$ cat src/rtl/datapath_mc_types.sv
// Shared types for the multicycle datapath: control-select encodings,
// memory access widths, sequencer states, ALU op codes and byte-mask helper.
// Pure declarations; no logic or state.
package datapath_mc_types;

   typedef enum logic [1:0] {
      RF_D_ALU_R = 2'd0,
      RF_D_MDR   = 2'd1,
      RF_D_ALU_W = 2'd2
   } rf_d_sel_t;

   typedef enum logic {ALU_X_REGFILE = 1'b0, ALU_X_PC    = 1'b1} alu_x_sel_t;
   typedef enum logic {ALU_Y_REGFILE = 1'b0, ALU_Y_IMMED = 1'b1} alu_y_sel_t;
   typedef enum logic {MEM_ADDR_PC   = 1'b0, MEM_ADDR_ALU_R = 1'b1} mem_addr_sel_t;
   typedef enum logic {MEM_DST_IR    = 1'b0, MEM_DST_MDR = 1'b1} mem_dst_t;

   typedef enum logic [1:0] {
      MEM_BYTE  = 2'd0,
      MEM_HALF  = 2'd1,
      MEM_WORD  = 2'd2,
      MEM_DWORD = 2'd3
   } mem_width_t;

   typedef enum logic [1:0] {
      MEM_IDLE = 2'd0,
      MEM_REQ  = 2'd1,
      MEM_RESP = 2'd2
   } mem_state_t;

   localparam logic [3:0] ALU_ADD    = 4'd0;
   localparam logic [3:0] ALU_SUB    = 4'd1;
   localparam logic [3:0] ALU_AND    = 4'd2;
   localparam logic [3:0] ALU_OR     = 4'd3;
   localparam logic [3:0] ALU_XOR    = 4'd4;
   localparam logic [3:0] ALU_SLL    = 4'd5;
   localparam logic [3:0] ALU_SRL    = 4'd6;
   localparam logic [3:0] ALU_SRA    = 4'd7;
   localparam logic [3:0] ALU_SLT    = 4'd8;
   localparam logic [3:0] ALU_SLTU   = 4'd9;
   localparam logic [3:0] ALU_PASS_Y = 4'd10;

   // Byte-enable pattern of an access at offset 0 (up to 8 lanes).
   function automatic logic [7:0] width_mask(input mem_width_t w);
      case (w)
         MEM_BYTE: return 8'h01;
         MEM_HALF: return 8'h03;
         MEM_WORD: return 8'h0F;
         default:  return 8'hFF;
      endcase
   endfunction

endpackage

$ cat src/rtl/alu.sv
// Combinational integer ALU, XLEN wide.
// Latency: 0 cycles. No flow control.
// Ports: op (ALU op code), x/y operands, w result.
module alu
   import datapath_mc_types::*;
#(
   parameter int XLEN = 32
) (
   input  logic [3:0]      op,
   input  logic [XLEN-1:0] x,
   input  logic [XLEN-1:0] y,
   output logic [XLEN-1:0] w
);

   localparam int SHW = $clog2(XLEN);

   logic [SHW-1:0] shamt;
   assign shamt = y[SHW-1:0];

   always_comb begin
      w = '0;
      case (op)
         ALU_ADD:    w = x + y;
         ALU_SUB:    w = x - y;
         ALU_AND:    w = x & y;
         ALU_OR:     w = x | y;
         ALU_XOR:    w = x ^ y;
         ALU_SLL:    w = x << shamt;
         ALU_SRL:    w = x >> shamt;
         ALU_SRA:    w = $unsigned($signed(x) >>> shamt);
         ALU_SLT:    w = {{(XLEN-1){1'b0}}, ($signed(x) < $signed(y))};
         ALU_SLTU:   w = {{(XLEN-1){1'b0}}, (x < y)};
         ALU_PASS_Y: w = y;
         default:    w = '0;
      endcase
   end

endmodule

$ cat src/rtl/mem_sequencer.sv
// Valid/ready memory sequencer: alignment check, byte-lane steering, load extension.
// Latency: start at N -> mem_valid at N+1 -> done one cycle after the ready handshake.
// Backpressure: request and all mem_* outputs held stable while mem_ready is low.
// Ports: start/we/addr/width/uns/dst/wsrc from the datapath; busy/done/fault status;
//        mem_* request channel; load_vld/load_dst/load_dat deliver extracted load data.
module mem_sequencer
   import datapath_mc_types::*;
#(
   parameter int XLEN = 32
) (
   input  logic              clk,
   input  logic              rst,
   input  logic              start,
   input  logic              we,
   input  logic [XLEN-1:0]   addr,
   input  logic [XLEN-1:0]   wsrc,
   input  logic [1:0]        width,
   input  logic              uns,
   input  logic              dst,
   output logic              busy,
   output logic              done,
   output logic              fault,
   output logic              mem_valid,
   input  logic              mem_ready,
   output logic              mem_we,
   output logic [XLEN-1:0]   mem_addr,
   output logic [XLEN/8-1:0] mem_be,
   output logic [XLEN-1:0]   mem_wdata,
   input  logic [XLEN-1:0]   mem_rdata,
   output logic              load_vld,
   output logic              load_dst,
   output logic [XLEN-1:0]   load_dat
);

   localparam int NB   = XLEN / 8;
   localparam int OFFW = $clog2(NB);

   mem_state_t      state_q, state_d;
   logic            fault_q;
   logic            we_q, uns_q, dst_q;
   logic [1:0]      width_q;
   logic [OFFW-1:0] off_q;
   logic [XLEN-1:0] addr_q, wdata_q;
   logic [NB-1:0]   be_q;

   logic            misalign, accept;
   logic [OFFW-1:0] off;
   logic [7:0]      mask8;
   logic [NB-1:0]   be_d;
   logic [XLEN-1:0] wdata_d;
   logic [XLEN-1:0] shifted, keep;
   logic            msb;

   assign off = addr[OFFW-1:0];

   // DWORD is only legal when the bus is 64 bits wide.
   always_comb begin
      misalign = 1'b0;
      case (width)
         MEM_BYTE: misalign = 1'b0;
         MEM_HALF: misalign = addr[0];
         MEM_WORD: misalign = |addr[1:0];
         default:  misalign = (XLEN == 32) || (|addr[2:0]);
      endcase
   end

   assign accept = (state_q == MEM_IDLE) && start && !misalign;

   assign mask8 = width_mask(mem_width_t'(width));
   assign be_d  = NB'(mask8 << off);

   // Replicate the low bytes of the store source across every lane so the
   // enabled lanes carry the right data regardless of offset.
   always_comb begin
      case (width)
         MEM_BYTE: wdata_d = {NB{wsrc[7:0]}};
         MEM_HALF: wdata_d = {(NB/2){wsrc[15:0]}};
         MEM_WORD: wdata_d = {(NB/4){wsrc[31:0]}};
         default:  wdata_d = wsrc;
      endcase
   end

   always_comb begin
      state_d = state_q;
      case (state_q)
         MEM_IDLE: if (start && !misalign) state_d = MEM_REQ;
         MEM_REQ:  if (mem_ready)          state_d = MEM_RESP;
         MEM_RESP:                         state_d = MEM_IDLE;
         default:                          state_d = MEM_IDLE;
      endcase
   end

   always_ff @(posedge clk) begin
      if (rst) begin
         state_q <= MEM_IDLE;
         fault_q <= 1'b0;
         we_q    <= 1'b0;
         uns_q   <= 1'b0;
         dst_q   <= 1'b0;
         width_q <= 2'd0;
         off_q   <= '0;
         addr_q  <= '0;
         be_q    <= '0;
         wdata_q <= '0;
      end else begin
         state_q <= state_d;
         // A faulting start never leaves IDLE; it only produces a done+fault pulse.
         fault_q <= (state_q == MEM_IDLE) && start && misalign;
         if (accept) begin
            we_q    <= we;
            uns_q   <= uns;
            dst_q   <= dst;
            width_q <= width;
            off_q   <= off;
            addr_q  <= {addr[XLEN-1:OFFW], {OFFW{1'b0}}};
            be_q    <= be_d;
            wdata_q <= wdata_d;
         end
      end
   end

   // Load extraction: move the addressed lane to bit 0, then extend.
   assign shifted = mem_rdata >> {off_q, 3'b000};

   always_comb begin
      keep = '1;
      msb  = shifted[XLEN-1];
      case (width_q)
         MEM_BYTE: begin keep = XLEN'(8'hFF);         msb = shifted[7];  end
         MEM_HALF: begin keep = XLEN'(16'hFFFF);      msb = shifted[15]; end
         MEM_WORD: begin keep = XLEN'(32'hFFFF_FFFF); msb = shifted[31]; end
         default:  ;
      endcase
      load_dat = (shifted & keep) | (~keep & {XLEN{msb & ~uns_q}});
   end

   assign busy      = (state_q != MEM_IDLE);
   assign mem_valid = (state_q == MEM_REQ);
   assign mem_we    = we_q && mem_valid;
   assign mem_addr  = addr_q;
   assign mem_be    = be_q;
   assign mem_wdata = wdata_q;
   assign done      = (state_q == MEM_RESP) || fault_q;
   assign fault     = fault_q;
   assign load_vld  = mem_valid && mem_ready && !we_q;
   assign load_dst  = dst_q;

endmodule

$ cat src/rtl/datapath_mc.sv
// Multicycle core datapath: PC, IR, MDR, ALU_R, register file, ALU and memory sequencer.
// Latency: regfile reads and ALU combinational; all state updates on the next rising edge.
// Backpressure: memory accesses stall in the sequencer until mem_ready; ctl_mem_start ignored while busy.
// Ports: ctl_* from the control FSM; pc/ir/alu_zero/mem_busy/mem_done/mem_fault status; mem_* memory channel.
module datapath_mc
   import datapath_mc_types::*;
#(
   parameter int              XLEN     = 32,
   parameter int              NREGS    = 32,
   parameter logic [XLEN-1:0] RESET_PC = '0
) (
   input  logic                     clk,
   input  logic                     rst,
   input  logic [$clog2(NREGS)-1:0] ctl_rs1,
   input  logic [$clog2(NREGS)-1:0] ctl_rs2,
   input  logic [$clog2(NREGS)-1:0] ctl_rd,
   input  logic                     ctl_rf_we,
   input  logic [1:0]               ctl_rf_d_sel,
   input  logic                     ctl_alu_x_sel,
   input  logic                     ctl_alu_y_sel,
   input  logic [3:0]               ctl_alu_op,
   input  logic [XLEN-1:0]          ctl_immed,
   input  logic                     ctl_alu_r_we,
   input  logic                     ctl_pc_we,
   input  logic                     ctl_pc_sel,
   input  logic                     ctl_mem_start,
   input  logic                     ctl_mem_we,
   input  logic                     ctl_mem_addr_sel,
   input  logic [1:0]               ctl_mem_width,
   input  logic                     ctl_mem_unsigned,
   input  logic                     ctl_mem_dst,
   output logic [XLEN-1:0]          pc,
   output logic [XLEN-1:0]          ir,
   output logic                     alu_zero,
   output logic                     mem_busy,
   output logic                     mem_done,
   output logic                     mem_fault,
   output logic                     mem_valid,
   input  logic                     mem_ready,
   output logic                     mem_we,
   output logic [XLEN-1:0]          mem_addr,
   output logic [XLEN/8-1:0]        mem_be,
   output logic [XLEN-1:0]          mem_wdata,
   input  logic [XLEN-1:0]          mem_rdata
);

   logic [XLEN-1:0] pc_q, ir_q, mdr_q, alu_r_q;
   logic [XLEN-1:0] rf_q [NREGS];

   logic [XLEN-1:0] rs1_dat, rs2_dat, rf_d;
   logic [XLEN-1:0] alu_x, alu_y, alu_w, mem_addr_d;
   logic            load_vld, load_dst;
   logic [XLEN-1:0] load_dat;

   // Reads see the pre-edge contents: a register written this cycle reads old data.
   assign rs1_dat = (ctl_rs1 == '0) ? '0 : rf_q[ctl_rs1];
   assign rs2_dat = (ctl_rs2 == '0) ? '0 : rf_q[ctl_rs2];

   always_comb begin
      case (ctl_rf_d_sel)
         RF_D_ALU_R: rf_d = alu_r_q;
         RF_D_MDR:   rf_d = mdr_q;
         default:    rf_d = alu_w;
      endcase
   end

   always_ff @(posedge clk) begin
      if (rst) begin
         for (int i = 0; i < NREGS; i++) rf_q[i] <= '0;
      end else if (ctl_rf_we && (ctl_rd != '0)) begin
         rf_q[ctl_rd] <= rf_d;
      end
   end

   assign alu_x = (ctl_alu_x_sel == ALU_X_PC)    ? pc_q      : rs1_dat;
   assign alu_y = (ctl_alu_y_sel == ALU_Y_IMMED) ? ctl_immed : rs2_dat;

   alu #(.XLEN(XLEN)) u_alu (
      .op (ctl_alu_op),
      .x  (alu_x),
      .y  (alu_y),
      .w  (alu_w)
   );

   assign alu_zero   = (alu_w == '0);
   assign mem_addr_d = (ctl_mem_addr_sel == MEM_ADDR_ALU_R) ? alu_r_q : pc_q;

   // MDR capture and an RF_D_MDR write on the same edge: the regfile takes the old MDR.
   always_ff @(posedge clk) begin
      if (rst) begin
         pc_q    <= RESET_PC;
         ir_q    <= '0;
         mdr_q   <= '0;
         alu_r_q <= '0;
      end else begin
         if (ctl_alu_r_we) alu_r_q <= alu_w;
         if (ctl_pc_we)    pc_q    <= ctl_pc_sel ? alu_r_q : alu_w;
         if (load_vld) begin
            if (load_dst == MEM_DST_MDR) mdr_q <= load_dat;
            else                         ir_q  <= load_dat;
         end
      end
   end

   mem_sequencer #(.XLEN(XLEN)) u_mem_seq (
      .clk       (clk),
      .rst       (rst),
      .start     (ctl_mem_start),
      .we        (ctl_mem_we),
      .addr      (mem_addr_d),
      .wsrc      (rs2_dat),
      .width     (ctl_mem_width),
      .uns       (ctl_mem_unsigned),
      .dst       (ctl_mem_dst),
      .busy      (mem_busy),
      .done      (mem_done),
      .fault     (mem_fault),
      .mem_valid (mem_valid),
      .mem_ready (mem_ready),
      .mem_we    (mem_we),
      .mem_addr  (mem_addr),
      .mem_be    (mem_be),
      .mem_wdata (mem_wdata),
      .mem_rdata (mem_rdata),
      .load_vld  (load_vld),
      .load_dst  (load_dst),
      .load_dat  (load_dat)
   );

   assign pc = pc_q;
   assign ir = ir_q;

endmodule

$ cat config.mk
export PLATFORM = sky130hd
export DESIGN_NAME = datapath_mc
export DESIGN_NICKNAME = d
export VERILOG_FILES = /design/src/rtl/datapath_mc_types.sv /design/src/rtl/alu.sv /design/src/rtl/mem_sequencer.sv /design/src/rtl/datapath_mc.sv
export SDC_FILE = /design/constraint.sdc
export NUM_CORES = 2
export LEC_CHECK = 0
export BUFFER_PORTS_ARGS = -buffer_cell sky130_fd_sc_hd__buf_2
export CAP_MARGIN = 30
export CORE_ASPECT_RATIO = 1.5
export CORE_MARGIN = 3
export CORE_UTILIZATION = 35
export CTS_CLUSTER_DIAMETER = 200
export DETAILED_ROUTE_END_ITERATION = 8
export SYNTH_ARGS = -nofsm -noshare
export SYNTH_HDL_FRONTEND = slang
export SYNTH_HIERARCHICAL = 1
export SYNTH_SLANG_ARGS = --single-unit
$ cat constraint.sdc
create_clock -name clk -period 20.4 [get_ports clk]
set_input_delay 2.04 -clock clk [delete_from_list [all_inputs] [get_ports clk]]
set_output_delay 2.04 -clock clk [all_outputs]
set_load 0.02 [all_outputs]
# [After elaboration in Yosys (flattened, before gate mapping)]
# Memory sizes are Yosys's and may differ from the RTL's.
# Index checks and enable logic that the tools add are counted.
[word_totals] register_bits=204 ram_bits=1024 word_cells=102 n_memories=1
[mem_list] name="rf_q" depth=32 width=32 rd=2 rd_clocked_by_memory_dff=0 write_ports=32 line="datapath_mc.sv:48" source="logic [XLEN-1:0] rf_q [NREGS];"
[classes] addsub=2 n_lt_le_gt_ge=2 n_eq_ne=18 shifts=5 muxes=24 n_bitwise=10 n_reduce_logical=26
[op_table] operator="$pmux 32 s11" n=1
[op_table] operator="$mux 32" n=7
[op_table] operator="$pmux 32 s2" n=3
[op_table] operator="$and 32x32->32" n=3
[op_table] operator="$lt 32x32->1" n=2
[op_table] operator="$or 32x32->32" n=2
[op_table] operator="$shr 32x5->32" n=2
[op_table] operator="$add 32x32->32" n=1
[op_table] operator="$logic_not 32->1" n=1
[op_table] operator="$not 32->32" n=1
[op_table] operator="$reduce_or 32->1" n=1
[op_table] operator="$shl 32x5->32" n=1
[op_table] operator="$sshr 32x5->32" n=1
[op_table] operator="$sub 32x32->32" n=1
[op_table] operator="$xor 32x32->32" n=1
[op_table] operator="$pmux 8 s3" n=1
[op_table] operator="$eq 4x3->1 const B" n=4
[op_table] operator="$eq 4x4->1 const B" n=3
[op_table] operator="$logic_not 5->1" n=2
[op_table] operator="$eq 2x1->1 const B" n=4
[op_table] operator="$eq 4x2->1 const B" n=2
[op_table] operator="$logic_and 1x1->1" n=8
[op_table] operator="$logic_not 2->1" n=4
[op_table] operator="$shl 8x2->4" n=1
[op_table] operator="19 further kinds" n=30

# [Logic depth before layout (Yosys ltp)]
[depth] depth_word=7 mapped_depth=26 mapped_depth_nobuf=20

# [Modules after synthesis]
# Netlist, hierarchy kept.
[modules_own_cells] module="datapath_mc" n_inst=1 cells_per_inst=4574 area_each_um2=58748.8 seq_area_each_um2=33311.9
[modules_own_cells] module="alu" n_inst=1 cells_per_inst=1374 area_each_um2=9176.3 seq_area_each_um2=0.0
[modules_own_cells] module="mem_sequencer" n_inst=1 cells_per_inst=501 area_each_um2=4319.1 seq_area_each_um2=1521.5

# [Least setup slack after synthesis]
# OpenSTA, ideal clock, no wires.
[synth_timing] kind="input -> output" from="in ctl_rs2[1]" to="out alu_zero" arrival_ps=7454 required_time_ps=18360 slack_ps=10906 stages=24 n_path_buf=6 cell_sequence="buf_2 -> buf_6 -> buf_2 -> mux4_2 -> mux2i_1 -> o21ai_1 -> a32o_1 -> clkbuf_1 -> inv_2 -> buf_1 -> clkbuf_1 -> ha_1 -> o21ai_2 -> o21a_1 -> or3_4 -> o211ai_2 -> a31oi_1 -> or2_1 -> o21a_1 -> a221oi_1 -> o21ai_1 -> nor4_1 -> nand4_1 -> nor2_1"
[synth_between] elab_chain_cells=6 elab_cells_between_ends=16 classes_between="2 x add/sub; 2 x order compare; 3 x shift; 3 x mux; 3 x bitwise; 2 x reduce/logical; 1 x memory"
[synth_rtl] item="from (decl)" line="datapath_mc.sv:15" source="input logic [$clog2(NREGS)-1:0] ctl_rs2,"
[synth_rtl] item="$mem_v2 32x32 or $logic_not 5->1 (tied branches)"
[synth_rtl] item="$mux 32 *" line="datapath_mc.sv:57" source="assign rs2_dat = (ctl_rs2 == '0) ? '0 : rf_q[ctl_rs2];"
[synth_rtl] item="$mux 32 *" line="datapath_mc.sv:76" source="assign alu_y = (ctl_alu_y_sel == ALU_Y_IMMED) ? ctl_immed : rs2_dat;"
[synth_rtl] item="net alu_y[2]" line="datapath_mc.sv:51" source="logic [XLEN-1:0] alu_x, alu_y, alu_w, mem_addr_d;"
[synth_rtl] item="$sub 32x32->32, or another cell as far along" line="alu.sv:24" source="ALU_SUB: w = x - y;"
[synth_rtl] item="$pmux 32 s11 *" line="alu.sv:22" source="case (op)"
[synth_rtl] item="net alu_w[23]" line="datapath_mc.sv:51"
[synth_rtl] item="$logic_not 32->1 *" line="datapath_mc.sv:85" source="assign alu_zero = (alu_w == '0);"
[synth_rtl] item="to (decl)" line="datapath_mc.sv:34" source="output logic alu_zero,"
# Mark *: on every way through the listed nets, which the timed path passes. The rest lies on a longest branch.

# [Worst setup path after layout]
[layout_timing] from="in ctl_rs2[0]" to="out alu_zero"
# The elaborated chain is that of the path after synthesis.

==> summary.md <==
| Metric | Value |
|---|---|
| Pwr/cell area | `~83 nW/um^2` |
| Max H-tree Level | `3` |
| Rel. slew slack | `around 15%` |
| Vias in the first global route | `around 57000` |
| YS warnings | `6` |
| Slack of the critical path | `between 7 and 8 ns` |
| Clk pin slew, worst setup/hold paths | `around 0.06 ns` |
| Share of cells above drive strength 1 | `20.4%` |
| RSZ-0062 raised after global routing | `false` |
| GRT overflow | `0` |
| Clock latency at the later pin of the worst-skew pair | `0.81 ns` |
| Hold Vio Cnt, Final | `0` |
| Chip height | `about 560 um` |
| Register area share after synthesis | `between 40% and 50%` |
| Pin count of the biggest net entering global routing | `90` |
| Drt pass-1 iters | `8` |
| CTS sink count | `1228` |
| Distinct cells, synth | `approximately 110` |
| Period utilisation layout | `64.6%` |
| Die ar. | `roughly 210000 um^2` |
| Max Slew Vio Count | `0` |
| First-pass GRT wire length | `around 450 mm` |
| Static leakage | `29.5 nW` |
| Initial antenna violation count | `28` |
| Mapped Cells | `~6400` |
| Setup Buffers After CTS | `0` |
| CTS tree | `built` |
| Worst Setup Path Type | `input pin to output pin` |
| IO Count | `~240` |
| Number of gates resized after cts | `0` |
| IO buf count | `236` |
| P&R area growth vs syn | `11.8%` |
| Setup TNS | `0 ns` |
| Via count | `between 50000 and 60000` |
| Min cycle time layout | `about 13 ns` |
| Data required time of the critical path | `between 15 and 20 ns` |
| WL/cell | `between 30 and 40 um` |
| Core ar. | `between 200000 and 250000 um^2` |
| Worst min path class | `flip-flop to flip-flop` |
| Number of synthesized flops with an enable pin | `1024` |
| Vias/cell | `~6.3` |
| Final GP Congestion | `1.07` |
| Total power | `0.00673 W` |
| CTS Buf Count | `roughly 120` |
| Final hold slack | `between 0.4 and 0.5 ns` |
| Syn_area_per_cell | `about 11 um^2` |
| Critical path arrival | `about 11 ns` |
| Achievable frequency | `roughly 76 MHz` |
| Status | `completed` |
| DR iter-0 viols | `7629` |
| Placement row count | `between 200 and 250` |
| Starting density of the core | `between 30 and 40%` |
| Reg2reg start | `rf_q[8][0]$_SDFFCE_PN0P_` |
| R2R Path End | `rf_q[26][26]$_SDFFCE_PN0P_` |
| Seq cells post-synth | `1228` |
| Reg2Reg Depth | `20` |
| Mapped Area | `72200 um^2` |
| Clk Tree Root Cell | `clkbuf_16` |
| Chip width | `roughly 380 um` |
| Drt drc | `0` |
| Clock tree buffer depth | `3` |
| Hold path endpoint | `u_mem_seq/mem_addr[9]$_SDFFE_PP0P_` |
| FFs w/ async S/R, synth | `0%` |
| Slew @ Worst Pin | `about 1.3 ns` |
| Reg-to-reg slack, setup | `roughly 13 ns` |
| GRT Util Overall | `29.9%` |
| Peak VDD IR | `75.6 uV` |
| HPWL after detailed placement | `~230 mm` |
| Clock Skew | `0.0851 ns` |
| Crit start category | `input pin` |
| Worst hold start | `u_mem_seq/mem_addr[9]$_SDFFE_PP0P_` |
| Max-cap viol count | `0` |
| Final setup violation count | `0` |
| CTS Hold Buffers Added | `0` |
| Final nets | `~6700` |
| Top_reg_cell synth | `edfxtp_1` |
| Worst Path Max Fanout | `56` |
| Post-placement setup slack | `7.36 ns` |
| Hold Crit Depth | `2` |
| CP Capture Type | `output pin` |
| Routed WL | `approximately 330 mm` |
| Final ANT Viol Nets | `0` |
## where the power goes
part	internal (W)	total, W	switching (W)
clock network	0.00122	0.00225	0.00103
logic	0.000472	0.00161	0.00114
registers	0.00280	0.00287	0.0000660
total	0.00450	0.00673	0.00224
## final cells by class
cell class / count / area (um^2)
Multi-Input combinational cell: 4508 / 34900
Clock buffer: 146 / 3080
Antenna cell: 17 / 42.5
Inverter: 111 / 419
Clock inverter: 69 / 767
Timing Repair Buffer: 497 / 3420
Sequential cell: 1228 / 34800
Tap cell: 2665 / 3330
Fill cell: 19503 / 124000
## routing by layer
metal	track usage (%)	part of all wire, %	vias up	wire (um)
met4	24.5	9.9	8	32300
met1	33.7	34	29649	111000
li1	-	-	24177	-
met5	0.182	0.013	-	42
met3	6.77	9.1	846	29700
met2	48.6	47	3486	152000
## critical path, cell delays in order
cell      delay, ns
clkbuf_8       0.59
buf_4          0.73
nand2b_1       0.19
buf_4          0.39
o22ai_1        0.14
a221o_1        0.29
a21oi_1        0.84
a32o_4         0.53
buf_4          0.67
ha_1           0.36
inv_1          0.08
fa_1           0.45
o31ai_1        0.68
a2111o_1       0.28
o21ai_2        0.11
o41ai_4        0.53
a21oi_1        0.24
a221o_1        0.33
o21ai_1        0.08
nand4_1        0.37
nor4_1         0.46
nand4_1        0.19
nor2_1         0.27
buf_2          0.22
## Yosys cell counts, types with 41 or more instances
cell type / count / area share (%)
nor2_1: 1263 / 6.6
edfxtp_1: 1024 / 43
nand2_1: 553 / 2.9
mux2i_1: 486 / 6.7
clkbuf_1: 412 / 2.1
mux4_2: 408 / 13
a21oi_1: 304 / 2.1
dfxtp_1: 204 / 5.7
mux2_2: 118 / 1.8
a22oi_1: 115 / 1.2
buf_2: 112 / 0.78
o21ai_0: 110 / 0.76
inv_1: 106 / 0.55
ha_1: 101 / 1.7
o22ai_1: 97 / 0.84
a211oi_1: 84 / 0.87
a221oi_1: 58 / 0.70
nand2b_1: 54 / 0.47
buf_1: 50 / 0.26
nand3_1: 49 / 0.34
and3_1: 43 / 0.37
buf_4: 41 / 0.43
o221ai_1: 41 / 0.50
## metrics by stage
step,utilization (%),area (um^2),instances
3_5_place_dp,37.6,76800,9000
6_report,39.5,80800,9241
2_1_floorplan,-,72400,6481
3_3_place_gp,37.4,76400,8973
4_1_cts,39.4,80600,9215
5_1_grt,39.5,80700,9228
## layout by cell type, fill, tap and decap left out, types with 19 or more instances in the layout
| cell | synthesis | routed |
|---|---|---|
| inv_1 | 106 | 106 |
| a21o_1 | 21 | 21 |
| o211ai_1 | 39 | 39 |
| nor4_1 | 20 | 19 |
| mux2_2 | 118 | 118 |
| nor2b_1 | 30 | 26 |
| nor2_1 | 1263 | 1261 |
| nand2_1 | 553 | 552 |
| o22ai_1 | 97 | 97 |
| mux4_2 | 408 | 408 |
| a21oi_1 | 304 | 270 |
| a221oi_1 | 58 | 58 |
| buf_4 | 41 | 242 |
| dfxtp_1 | 204 | 204 |
| clkbuf_16 | 0 | 116 |
| mux2i_1 | 486 | 486 |
| a32o_1 | 26 | 22 |
| clkbuf_1 | 412 | 23 |
| and3_1 | 43 | 43 |
| o21ai_1 | 30 | 32 |
| edfxtp_1 | 1024 | 1024 |
| a221o_1 | 38 | 38 |
| nand3_1 | 49 | 49 |
| clkinv_2 | 0 | 20 |
| nor3_1 | 32 | 32 |
| ha_1 | 101 | 101 |
| a211o_1 | 37 | 37 |
| nand2b_2 | 0 | 31 |
| nand4_1 | 28 | 28 |
| o21ai_0 | 110 | 107 |
| buf_2 | 112 | 230 |
| a22oi_1 | 115 | 114 |
| clkinv_1 | 4 | 23 |
| a211oi_1 | 84 | 84 |
| o221ai_1 | 41 | 41 |
| conb_1 | 2 | 34 |
| a21oi_4 | 0 | 33 |
| nand2b_1 | 54 | 23 |
## state kept, by name (all words and copies together), names as in the netlist
signal               count
u_mem_seq/uns_q          1
rf_q                  1024
u_mem_seq/mem_wdata     32
ir                      32
u_mem_seq/off_q          2
u_mem_seq/width_q        2
u_mem_seq/we_q           1
u_mem_seq/state_q        2
u_mem_seq/load_dst       1
mdr_q                   32
pc                      32
u_mem_seq/fault          1
u_mem_seq/mem_addr      30
alu_r_q                 32
u_mem_seq/mem_be         4
## kinds of logic after synthesis
logic type	count (synthesis)	share of synthesized area, %
mux	1036	21.7
xor+xnor	6	0.0727
fa+ha+maj	103	1.80
flops	1228	48.2
buf+inv	745	4.46
simple gates	2162	12.5
other cells	2	0.0104
compound gates	1167	11.2
## worst max path at each step
stage               cells past startpoint  startpoint        to
global placement                       24  ctl_rs2[0]  alu_zero
floorplan                              24  ctl_rs2[1]  alu_zero
CTS                                    24  ctl_rs2[0]  alu_zero
detailed placement                     24  ctl_rs2[0]  alu_zero
finish                                 24  ctl_rs2[0]  alu_zero
global route                           24  ctl_rs2[0]  alu_zero
Power figures use the tool's default switching activity.
